$ cat config.mk
export PLATFORM = sky130hd
export DESIGN_NAME = regio_arbiter
export DESIGN_NICKNAME = d
export VERILOG_FILES = /design/src/rtl/regio_arbiter.sv
export SDC_FILE = /design/constraint.sdc
export NUM_CORES = 1
export LEC_CHECK = 0
export ABC_AREA = 1
export CAP_MARGIN = 20
export CORE_ASPECT_RATIO = 1.75
export CORE_MARGIN = 2
export CORE_UTILIZATION = 40
export CTS_CLUSTER_DIAMETER = 30
export DETAILED_ROUTE_END_ITERATION = 16
export PLACE_DENSITY = 0.78
export SLEW_MARGIN = 20
export SYNTH_ARGS = -nofsm -noshare
export SYNTH_HDL_FRONTEND = slang
export SYNTH_SLANG_ARGS = --single-unit
$ cat constraint.sdc
create_clock -name clk40m -period 2.05 [get_ports clk40m]
set_clock_uncertainty 0.05 [all_clocks]
set_input_delay 0.41 -clock clk40m [delete_from_list [all_inputs] [get_ports clk40m]]
set_output_delay 0.41 -clock clk40m [all_outputs]
set_load 0.01 [all_outputs]
$ cat src/rtl/regio_arbiter.sv
// Arbitrates the single RegIO register-access port among NUM_REQ requesters.
// Requester 0 owns the port until init_done; afterwards round-robin with optional burst lock.
module regio_arbiter #(
    parameter int NUM_REQ        = 3,
    parameter int TIMEOUT_CYCLES = 255
) (
    input  logic                  clk40m,
    input  logic                  reset,
    input  logic                  init_done,
    input  logic [NUM_REQ-1:0]    req,
    input  logic [NUM_REQ-1:0]    req_lock,
    input  logic [NUM_REQ*8-1:0]  req_offset,
    input  logic [NUM_REQ-1:0]    req_length,
    input  logic [NUM_REQ-1:0]    req_wr,
    input  logic [NUM_REQ*16-1:0] req_wdata,
    output logic [NUM_REQ-1:0]    grant,
    output logic [NUM_REQ-1:0]    ack,
    output logic [NUM_REQ-1:0]    err,
    output logic [15:0]           rdata,
    output logic [7:0]            offset,
    output logic                  length,
    output logic                  WR,
    output logic [15:0]           writeData,
    output logic                  NewCommand,
    input  logic [15:0]           readData,
    input  logic                  io_done
);
    localparam int IDX_W = $clog2(NUM_REQ);

    typedef enum logic [1:0] {IDLE, ISSUE, WAIT, DONE} state_t;

    state_t             state_q, state_d;
    logic [IDX_W-1:0]   owner_q, owner_d;
    logic [IDX_W-1:0]   ptr_q, ptr_d;
    logic               lock_valid_q, lock_valid_d;
    logic [IDX_W-1:0]   lock_owner_q, lock_owner_d;
    logic [7:0]         timer_q, timer_d;
    logic [NUM_REQ-1:0] grant_q, grant_d;
    logic [NUM_REQ-1:0] ack_q, ack_d;
    logic [NUM_REQ-1:0] err_q, err_d;
    logic [15:0]        rdata_q, rdata_d;
    logic [7:0]         offset_q, offset_d;
    logic               length_q, length_d;
    logic               wr_q, wr_d;
    logic [15:0]        wdata_q, wdata_d;
    logic               new_cmd_q, new_cmd_d;

    logic [NUM_REQ-1:0] elig;
    logic               win;
    logic [IDX_W-1:0]   win_idx;
    int                 idx;

    always_comb begin
        state_d      = state_q;
        owner_d      = owner_q;
        ptr_d        = ptr_q;
        lock_valid_d = lock_valid_q;
        lock_owner_d = lock_owner_q;
        timer_d      = timer_q;
        grant_d      = grant_q;
        ack_d        = '0;
        err_d        = '0;
        rdata_d      = rdata_q;
        offset_d     = offset_q;
        length_d     = length_q;
        wr_d         = wr_q;
        wdata_d      = wdata_q;
        new_cmd_d    = 1'b0;
        win          = 1'b0;
        win_idx      = '0;
        idx          = 0;
        elig         = init_done ? req : (req & NUM_REQ'(1));

        case (state_q)
            IDLE: begin
                // A lock is only honoured while its owner is still eligible to hold it.
                if (lock_valid_q && req[lock_owner_q] && (init_done || lock_owner_q == '0)) begin
                    win     = 1'b1;
                    win_idx = lock_owner_q;
                end else begin
                    lock_valid_d = 1'b0;
                    for (int i = 0; i < NUM_REQ; i++) begin
                        idx = (int'(ptr_q) + i) % NUM_REQ;
                        if (!win && elig[idx]) begin
                            win     = 1'b1;
                            win_idx = IDX_W'(idx);
                        end
                    end
                end
                if (win) begin
                    owner_d          = win_idx;
                    grant_d          = '0;
                    grant_d[win_idx] = 1'b1;
                    offset_d         = req_offset[int'(win_idx)*8 +: 8];
                    length_d         = req_length[win_idx];
                    wr_d             = req_wr[win_idx];
                    wdata_d          = req_wdata[int'(win_idx)*16 +: 16];
                    new_cmd_d        = 1'b1;
                    state_d          = ISSUE;
                end
            end
            ISSUE: begin
                timer_d = '0;
                state_d = WAIT;
            end
            WAIT: begin
                timer_d = timer_q + 8'd1;
                if (io_done) begin
                    rdata_d = readData;
                    ack_d   = grant_q;
                    state_d = DONE;
                end else if (timer_q == 8'(TIMEOUT_CYCLES - 1)) begin
                    rdata_d = '0;
                    ack_d   = grant_q;
                    err_d   = grant_q;
                    state_d = DONE;
                end
            end
            DONE: begin
                lock_valid_d = req_lock[owner_q];
                lock_owner_d = owner_q;
                ptr_d        = (int'(owner_q) == NUM_REQ - 1) ? '0 : owner_q + 1'b1;
                grant_d      = '0;
                state_d      = IDLE;
            end
            default: state_d = IDLE;
        endcase

        // Before init completes only the init sequencer may keep a lock.
        if (!init_done && lock_owner_d != '0) lock_valid_d = 1'b0;
    end

    always_ff @(posedge clk40m or negedge reset) begin
        if (!reset) begin
            state_q      <= IDLE;
            owner_q      <= '0;
            ptr_q        <= '0;
            lock_valid_q <= 1'b0;
            lock_owner_q <= '0;
            timer_q      <= '0;
            grant_q      <= '0;
            ack_q        <= '0;
            err_q        <= '0;
            rdata_q      <= '0;
            offset_q     <= '0;
            length_q     <= 1'b0;
            wr_q         <= 1'b0;
            wdata_q      <= '0;
            new_cmd_q    <= 1'b0;
        end else begin
            state_q      <= state_d;
            owner_q      <= owner_d;
            ptr_q        <= ptr_d;
            lock_valid_q <= lock_valid_d;
            lock_owner_q <= lock_owner_d;
            timer_q      <= timer_d;
            grant_q      <= grant_d;
            ack_q        <= ack_d;
            err_q        <= err_d;
            rdata_q      <= rdata_d;
            offset_q     <= offset_d;
            length_q     <= length_d;
            wr_q         <= wr_d;
            wdata_q      <= wdata_d;
            new_cmd_q    <= new_cmd_d;
        end
    end

    assign grant      = grant_q;
    assign ack        = ack_q;
    assign err        = err_q;
    assign rdata      = rdata_q;
    assign offset     = offset_q;
    assign length     = length_q;
    assign WR         = wr_q;
    assign writeData  = wdata_q;
    assign NewCommand = new_cmd_q;

endmodule

==> impl_summary.txt, run 1 <==
----------------------------------------------------
[Timing]
  Final hold slack ... ~37 ps
  Setup repair after global routing missed its margin ... yes
  Number of failing setup endpoints in the final timing report ... 28
  Final worst path period need ... approximately 2200 ps
  Max-Slew Margin vs Limit ... 60.62%
  Pins Over Slew Limit ... 0
  Min setup slack post-route ... -105.4 ps
  Ratio of final minimum period to clock period ... 105.1%
  Achievable clock frequency ... 0.4639 GHz
  Tightest Pin Transition ... slightly below 600 ps
  Final Hold Fails ... 0
  Accumulated negative setup slack ... -2033 ps

[Drt]
  Detailed-route DRC error count ... 0
  Number of detailed-route iterations in the first pass ... 4
  DR vias ... 4,615
  Number of DRC violations after detailed-routing iteration 0 ... between 200 and 250
  Detailed-route vias per instance ... 5.191
  Drt total wl ... 14.64 mm
  Wire length per cell ... around 16 um
  Antenna violation net count after detailed routing ... 0

[Final layout]
  Fraction of final layout cells with drive strength greater than 1 ... between 20% and 30%
  Non-filler cells, final ... just under 900
  Commonest cells after routing, fill and taps aside ... clkdlybuf4s50_1 (153), nand2_1 (104), inv_1 (97), nand3_1 (86), dfrtp_1 (69)
  Filler cell count ... about 800
  Number of antenna repair diodes ... 0
  Number of nets in the finished design ... 870
  Final design area excluding fillers ... between 0.006 and 0.007 mm^2
  FF/Latch Area ... between 0.0015 and 0.002 mm^2
  Most common library cell in the layout ignoring fill and taps ... clkdlybuf4s50_1
  Area growth from synthesis to final layout ... 68.96%
  Post-layout util ... between 60% and 70%
  Multi-input logic area ... between 0.002 and 0.0025 mm^2

[Placement]
  Cell Area, Placed ... around 0.006 mm^2
  Final Wtd Congestion ... roughly 0.86
  Sum of net half-perimeters after detailed placement ... 9.784 mm
  Port Buf Inserts ... 155
  Post-placement cell count ... about 850

[Min path]
  Tightest Hold Check Type ... input pin to asynchronous set/reset pin

[Run]
  Max-capacitance violation count ... 0

[Yosys]
  Mux contribution to synthesized area ... 0%
  Net count of the mapped netlist ... 677
  Fraction of post-synthesis cell area in the top cell type by area ... a little over two fifths
  Flops & latches, synth ... ~70
  Area share of xor/xnor cells in the synthesized design ... less than 1%
  Proportion of register bits with asynchronous set or reset after synthesis ... 100.0%
  Number of enable flip-flop cells after synthesis ... 0
  Post-Syn Area per Cell ... roughly 7.3 um^2
  Top area cells in the synthesized netlist ... dfrtp_1 (42%), nand3_1 (12%), nand2_1 (11%)
  Post-synthesis share of cell area spent on full adders, half adders and majority gates ... around 2.7%
  Total of warnings raised by yosys ... 0
  Basic-gate share of the synthesized area counting and, or, nand and nor cells ... 33.90%
  Largest family of logic cells by synthesized area ... simple AND/OR/NAND/NOR gates
  Synth unique cells ... 33
  Synthesized-area fraction occupied by ao, oa, aoi and oai cells ... around 8.4%
  Post-synthesis instance area ... approximately 0.0041 mm^2
  Post-Syn Instances ... about 560
  Cell taking the most area after synthesis ... dfrtp_1
  Sequential fraction of the synthesis area ... 42.00%
  Commonest register cell after synthesis ... dfrtp_1

[Floorplan]
  Die footprint ... between 0.01 and 0.015 mm^2
  # rows ... 49
  Initial core utilization ... around 40%
  Top-level port count ... 156
  Core footprint ... around 0.010 mm^2
  Die boundary width ... between 80 and 90 um
  Die Y ... ~140 um

[Setup path]
  Startpoint of the most critical setup path ... ptr_q[1]
  Logic depth of the worst register-to-register path ... 15
  Chain of cells forming the critical path ... inv_2 > ha_4 > inv_4 > buf_4 > nor2_2 > nor2_4 > nand2_2 > nand2_2 > nand2_2 > nand3_4 > nand2_8 > clkbuf_16 > nand2_1 > nand3_2 > a21oi_2
  Signal arrival time at the worst endpoint ... approximately 2300 ps
  Required time at the endpoint of the critical path ... ~2200 ps
  Element type at the critical path start ... register
  Startpoint of the lowest-slack register-to-register path ... ptr_q[1]
  Kind of capture point of the worst setup path ... register
  Max incr delay on CP ... roughly 420 ps
  Critical path fanouts, max ... 6
  Slowest cell on the critical path ... dfrtp_1
  Number of buffers and inverters on the critical path ... 4
  Critical Path Most Common Cell ... nand2_2
  Kind of critical path ... register to register
  Family with the most delay on the worst path ... simple AND/OR/NAND/NOR gates
  Logic depth of the worst setup path including buffers ... 15

[CTS]
  Clock network latency to the later pin of the worst-skew pair ... 330 ps
  Hold buffers post-CTS ... 0
  Total clock sinks ... between 60 and 70
  Root buffer cell ... clkbuf_16
  Number of buffers created by CTS ... 9
  Clock tree from TritonCTS ... done
  CTS clk-pin slew, worst paths ... roughly 50 ps
  CTS HTree Levels ... 3
  Maximum buffer depth of the clock tree ... 2

[Global routing]
  Initial antenna violation count ... 0
  First-pass GRT wire length ... between 20 and 25 mm
  Total gr overflow ... 0
  Global Route Usage Sum ... around a quarter
  Largest net degree at the start of global routing ... 70
  Vias in the first global route ... 4,653

[Power and ir drop]
  Power per cell area ... just under 2000 mW/mm^2
  Peak VDD IR ... 0.001238 V
  Leakage power figure ... approximately 0.0034 uW

[Run status]
  Failing checks ... negative setup slack
  Outcome ... complete, but fails checks

----------------------------------------------------
## timing repair
item | in CTS | in global routing
resized for setup | 14 | 80
pin swaps | 5 | 21
endpoints found under the setup margin | 29 | 33
setup buffers | 4 | 9
cloned | 1 | 9
## cell type report
cell class                      instances  area share, %
Clock buffer                           12          3.548
Inverter                              104          5.800
Tap cell                              127          2.287
Timing Repair Buffer                  206          32.22
Sequential cell                        69          24.86
Clock inverter                          4         0.3422
Multi-Input combinational cell        367          30.94
## sequential cells by signal, summed over array words and instances (netlist names), 3 cells and up
signal     count
rdata         16
writeData     16
offset         8
timer_q        8
ack            3
err            3
grant          3
## power by group
| group | internal (uW) | total, uW | switching [uW] | leakage, uW |
|---|---|---|---|---|
| logic | 4740 | 9950 | 5210 | 0.00244 |
| registers | 1940 | 2310 | 374 | 0.000847 |
| clock network | 847 | 1400 | 555 | 0.000136 |
## synth_stat cells (2+ instances only)
library cell  instances
clkbuf_1              9
o21ai_1               2
nand2_2               6
o21ai_0              12
dfrtp_1              69
buf_2                11
inv_1                99
ha_1                  9
nand3_4               2
nor3_1                7
nand3_2               9
nand2_4               2
nand2_1             124
inv_2                 5
o21ai_2               2
nand3_1             100
nor2_1               47
nand4_1               4
a21oi_2               7
buf_4                 2
o22ai_1               2
a21oi_1              23
## per-stage QoR
step                worst slack [ps]  power (uW)
CTS                            1.514       11480
global route                  -222.1       14550
finish                        -105.4       13660
detailed placement            -399.5        9610
global placement              -295.7        9308
floorplan                      65.70        6618
## cell families after synthesis
| group | Yosys count |
|---|---|
| and+or+nand+nor | 302 |
| buffers and inverters | 128 |
| DFF | 69 |
| AOI/OAI and AO/OA | 55 |
| adders and majority gates | 9 |
| xor gates and xnor gates | 1 |
## final timing paths
kind                                 to  slack, ps
setup / recovery                 length       -110
hold / removal                   ack[0]         40
setup reg to reg                 length       -110
hold reg to reg                rdata[8]        420
max in group asynchronous  writeData[5]       1600
min in group clk40m            rdata[8]        420
## worst register-to-register path: cells and delay by family, from the launching register on
family                   cells  cell delay (ps)
buffers and inverters        4              450
adder cells (fa/ha/maj)      1              190
AO/OA/AOI/OAI                1               50
flip-flops                   1              420
AND/OR/NAND/NOR              9              880
## per-layer routing
metal  vias to the layer above  part of all wire [%]  track usage [%]
met4                         0                   4.7            13.83
met2                       203                    55            45.53
met5                         -                     0                0
met3                        47                   5.8            5.940
met1                      2199                    35            24.48
li1                       2166                     -                -
No activity file was read; power rests on OpenSTA's default activity.
==> run 2: changes to the inputs <==
Settings changed: ABC_CLOCK_PERIOD_IN_PS from default to 2050.
==> results of run 2 <==
Same layout as run 1: the final DEF is identical, and so are final timing and power.
==> run 3: changes to the inputs <==
Settings changed: RECOVER_POWER from default to 25.
==> impl_summary.txt, run 3 (synthesized netlist as in run 1, its figures left out) <==
----------------------------------------------------
[Timing]
  Setup repair after global routing missed its margin ... yes
  Number of failing setup endpoints in the final timing report ... 28
  Achievable clock frequency ... approximately 0.46 GHz
  Final Hold Fails ... 0
  Final worst path period need ... roughly 2200 ps
  Ratio of final minimum period to clock period ... 105.4%
  Accumulated negative setup slack ... -2090 ps
  Tightest Pin Transition ... 1729 ps
  Pins Over Slew Limit ... 70
  Final hold slack ... 422.9 ps
  Max-Slew Margin vs Limit ... -15.26%
  Min setup slack post-route ... -110.2 ps

[Setup path]
  Signal arrival time at the worst endpoint ... 2330 ps
  Required time at the endpoint of the critical path ... between 2000 and 2500 ps
  Kind of critical path ... register to register
  Family with the most delay on the worst path ... simple AND/OR/NAND/NOR gates
  Startpoint of the lowest-slack register-to-register path ... ptr_q[1]
  Element type at the critical path start ... register
  Slowest cell on the critical path ... dfrtp_1
  Number of buffers and inverters on the critical path ... 4
  Kind of capture point of the worst setup path ... register
  Setup slack of the most critical reg-to-reg path ... -110 ps
  Critical Path Most Common Cell ... nand2_2
  Chain of cells forming the critical path ... inv_2 > ha_4 > inv_4 > buf_4 > nor2_2 > nor2_4 > nand2_2 > nand2_2 > nand2_2 > nand3_4 > nand2_8 > clkbuf_16 > nand2_1 > nand3_2 > a21oi_2
  Critical path fanouts, max ... 6
  Max incr delay on CP ... 420 ps
  Logic depth of the worst register-to-register path ... 15
  Critical register-to-register path endpoint ... length

[Floorplan]
  # rows ... 49
  Die boundary width ... between 80 and 90 um
  Core footprint ... 0.01012 mm^2
  Die footprint ... roughly 0.011 mm^2
  Initial core utilization ... approximately two fifths
  Die Y ... roughly 140 um
  Top-level port count ... ~160

[Final layout]
  Most common library cell in the layout ignoring fill and taps ... clkdlybuf4s50_1
  Commonest cells after routing, fill and taps aside ... clkdlybuf4s50_1 (153), nand2_1 (104), inv_1 (97), nand3_1 (86), dfrtp_1 (69)
  Area growth from synthesis to final layout ... 68.59%
  Post-layout util ... 68.52%
  Final design area excluding fillers ... about 0.0069 mm^2
  Fraction of final layout cells with drive strength greater than 1 ... a little over a fifth
  Number of antenna repair diodes ... 0
  Number of nets in the finished design ... between 800 and 900

[Drt]
  WL met1 ... 4.939 mm
  Drt total wl ... between 10 and 15 mm
  DR vias ... roughly 4,700
  Detailed-route vias per instance ... ~5.3
  Wire length per cell ... 16.54 um
  Number of detailed-route iterations in the first pass ... 4
  Length of routed met2 wiring ... approximately 8.0 mm
  Highest routing layer actually used ... met4
  Number of DRC violations after detailed-routing iteration 0 ... between 200 and 250
  Antenna violation net count after detailed routing ... 0
  Detailed-route DRC error count ... 0
  Wire length on met3 ... 888 um

[Run status]
  Outcome ... complete, but fails checks
  Failing checks ... max-capacitance violations, max-slew violations, negative setup slack

[CTS]
  Maximum buffer depth of the clock tree ... 2
  Clock network latency to the later pin of the worst-skew pair ... approximately 320 ps
  CTS clk-pin slew, worst paths ... ~50 ps
  Root buffer cell ... clkbuf_16
  Hold buffers post-CTS ... 0
  Clock tree from TritonCTS ... done
  Total clock sinks ... approximately 70
  Number of buffers created by CTS ... 9
  CTS HTree Levels ... 3

[Power and ir drop]
  Peak VDD IR ... roughly 0.0012 V
  Reg power frac ... between 10% and 20%
  Combinational Power Share ... between 70 and 80%
  Int Pwr ... about 7500 uW
  Leakage power figure ... 0.003420 uW
  Pwr Total ... 13,670 uW
  Sw Ratio ... about 45%
  Power dissipated by switching net loads ... ~6000 uW
  Power per cell area ... about 2000 mW/mm^2
  Part of the power in the clock network ... 10.3%

[Min path]
  Tightest Hold Check Type ... register to register
  Hold EP ... rdata[8]
  Startpoint of the tightest hold check path ... rdata[8]
  Number of cells on the worst hold path ... 2

[Run]
  Max-capacitance violation count ... 1

[Global routing]
  Global Route Usage Sum ... between 20 and 25%
  Total gr overflow ... 0
  Largest net degree at the start of global routing ... 70
  First-pass GRT wire length ... 21.53 mm
  Vias in the first global route ... 4,653
  Initial antenna violation count ... 0

[Placement]
  Final Wtd Congestion ... roughly 0.86
  Cell Area, Placed ... 0.006000 mm^2
  Sum of net half-perimeters after detailed placement ... roughly 9.8 mm
  Port Buf Inserts ... ~160

----------------------------------------------------
==> run 3: repair_timing <==
action,4_1_cts,5_1_grt
setup buffers,4,9
setup endpoints to repair,29,33
gates resized for setup,14,80
gates cloned,1,9
pin swaps,5,21
==> run 3: worst reg2reg max path: cells and delay by family (launching register included) <==
family                   cells  cell delay, ps
buffers and inverters        4             450
AO/OA/AOI/OAI                1              50
flip-flops                   1             420
adder cells (fa/ha/maj)      1             190
AND/OR/NAND/NOR              9             890
==> run 3: final cells by class <==
type | instances | area (um^2)
Clock buffer | 12 | 246.5
Clock inverter | 4 | 23.77
Fill cell | 782 | 3184
Tap cell | 127 | 158.9
Timing Repair Buffer | 206 | 2223
Inverter | 104 | 402.9
Multi-Input combinational cell | 367 | 2150
Sequential cell | 69 | 1727
==> run 3: how the worst max path moves through the flow <==
stage	from	cells after the start	endpoint	slack, ps
6_report	ptr_q[1]	15	length	-110
5_1_grt	ptr_q[0]	13	writeData[9]	-220
4_1_cts	ptr_q[1]	12	writeData[12]	2
3_5_place_dp	init_done	13	offset[0]	-400
3_3_place_gp	init_done	10	writeData[2]	-300
2_1_floorplan	ptr_q[0]	14	WR	70
==> run 3: stage by stage <==
step / instances / worst slack [ps]
finish: 889 / -110.2
global route: 889 / -222.1
CTS: 872 / 1.514
floorplan: 564 / 65.70
detailed placement: 851 / -399.5
global placement: 851 / -295.7
==> run 3: power by group through the flow <==
stage | registers, uW | logic [uW] | clock network [uW]
6_report | 2310 | 9960 | 1400
5_1_grt | 2370 | 10700 | 1500
4_1_cts | 2290 | 7770 | 1420
3_5_place_dp | 2290 | 7320 | 0
3_3_place_gp | 2270 | 7040 | 0
2_1_floorplan | 2440 | 4180 | 0
==> run 3: layer usage <==
metal / global-route usage [%] / vias up
met5: 0 / -
met4: 13.83 / 0
met3: 5.940 / 59
met2: 45.53 / 219
met1: 24.48 / 2231
li1: - / 2165
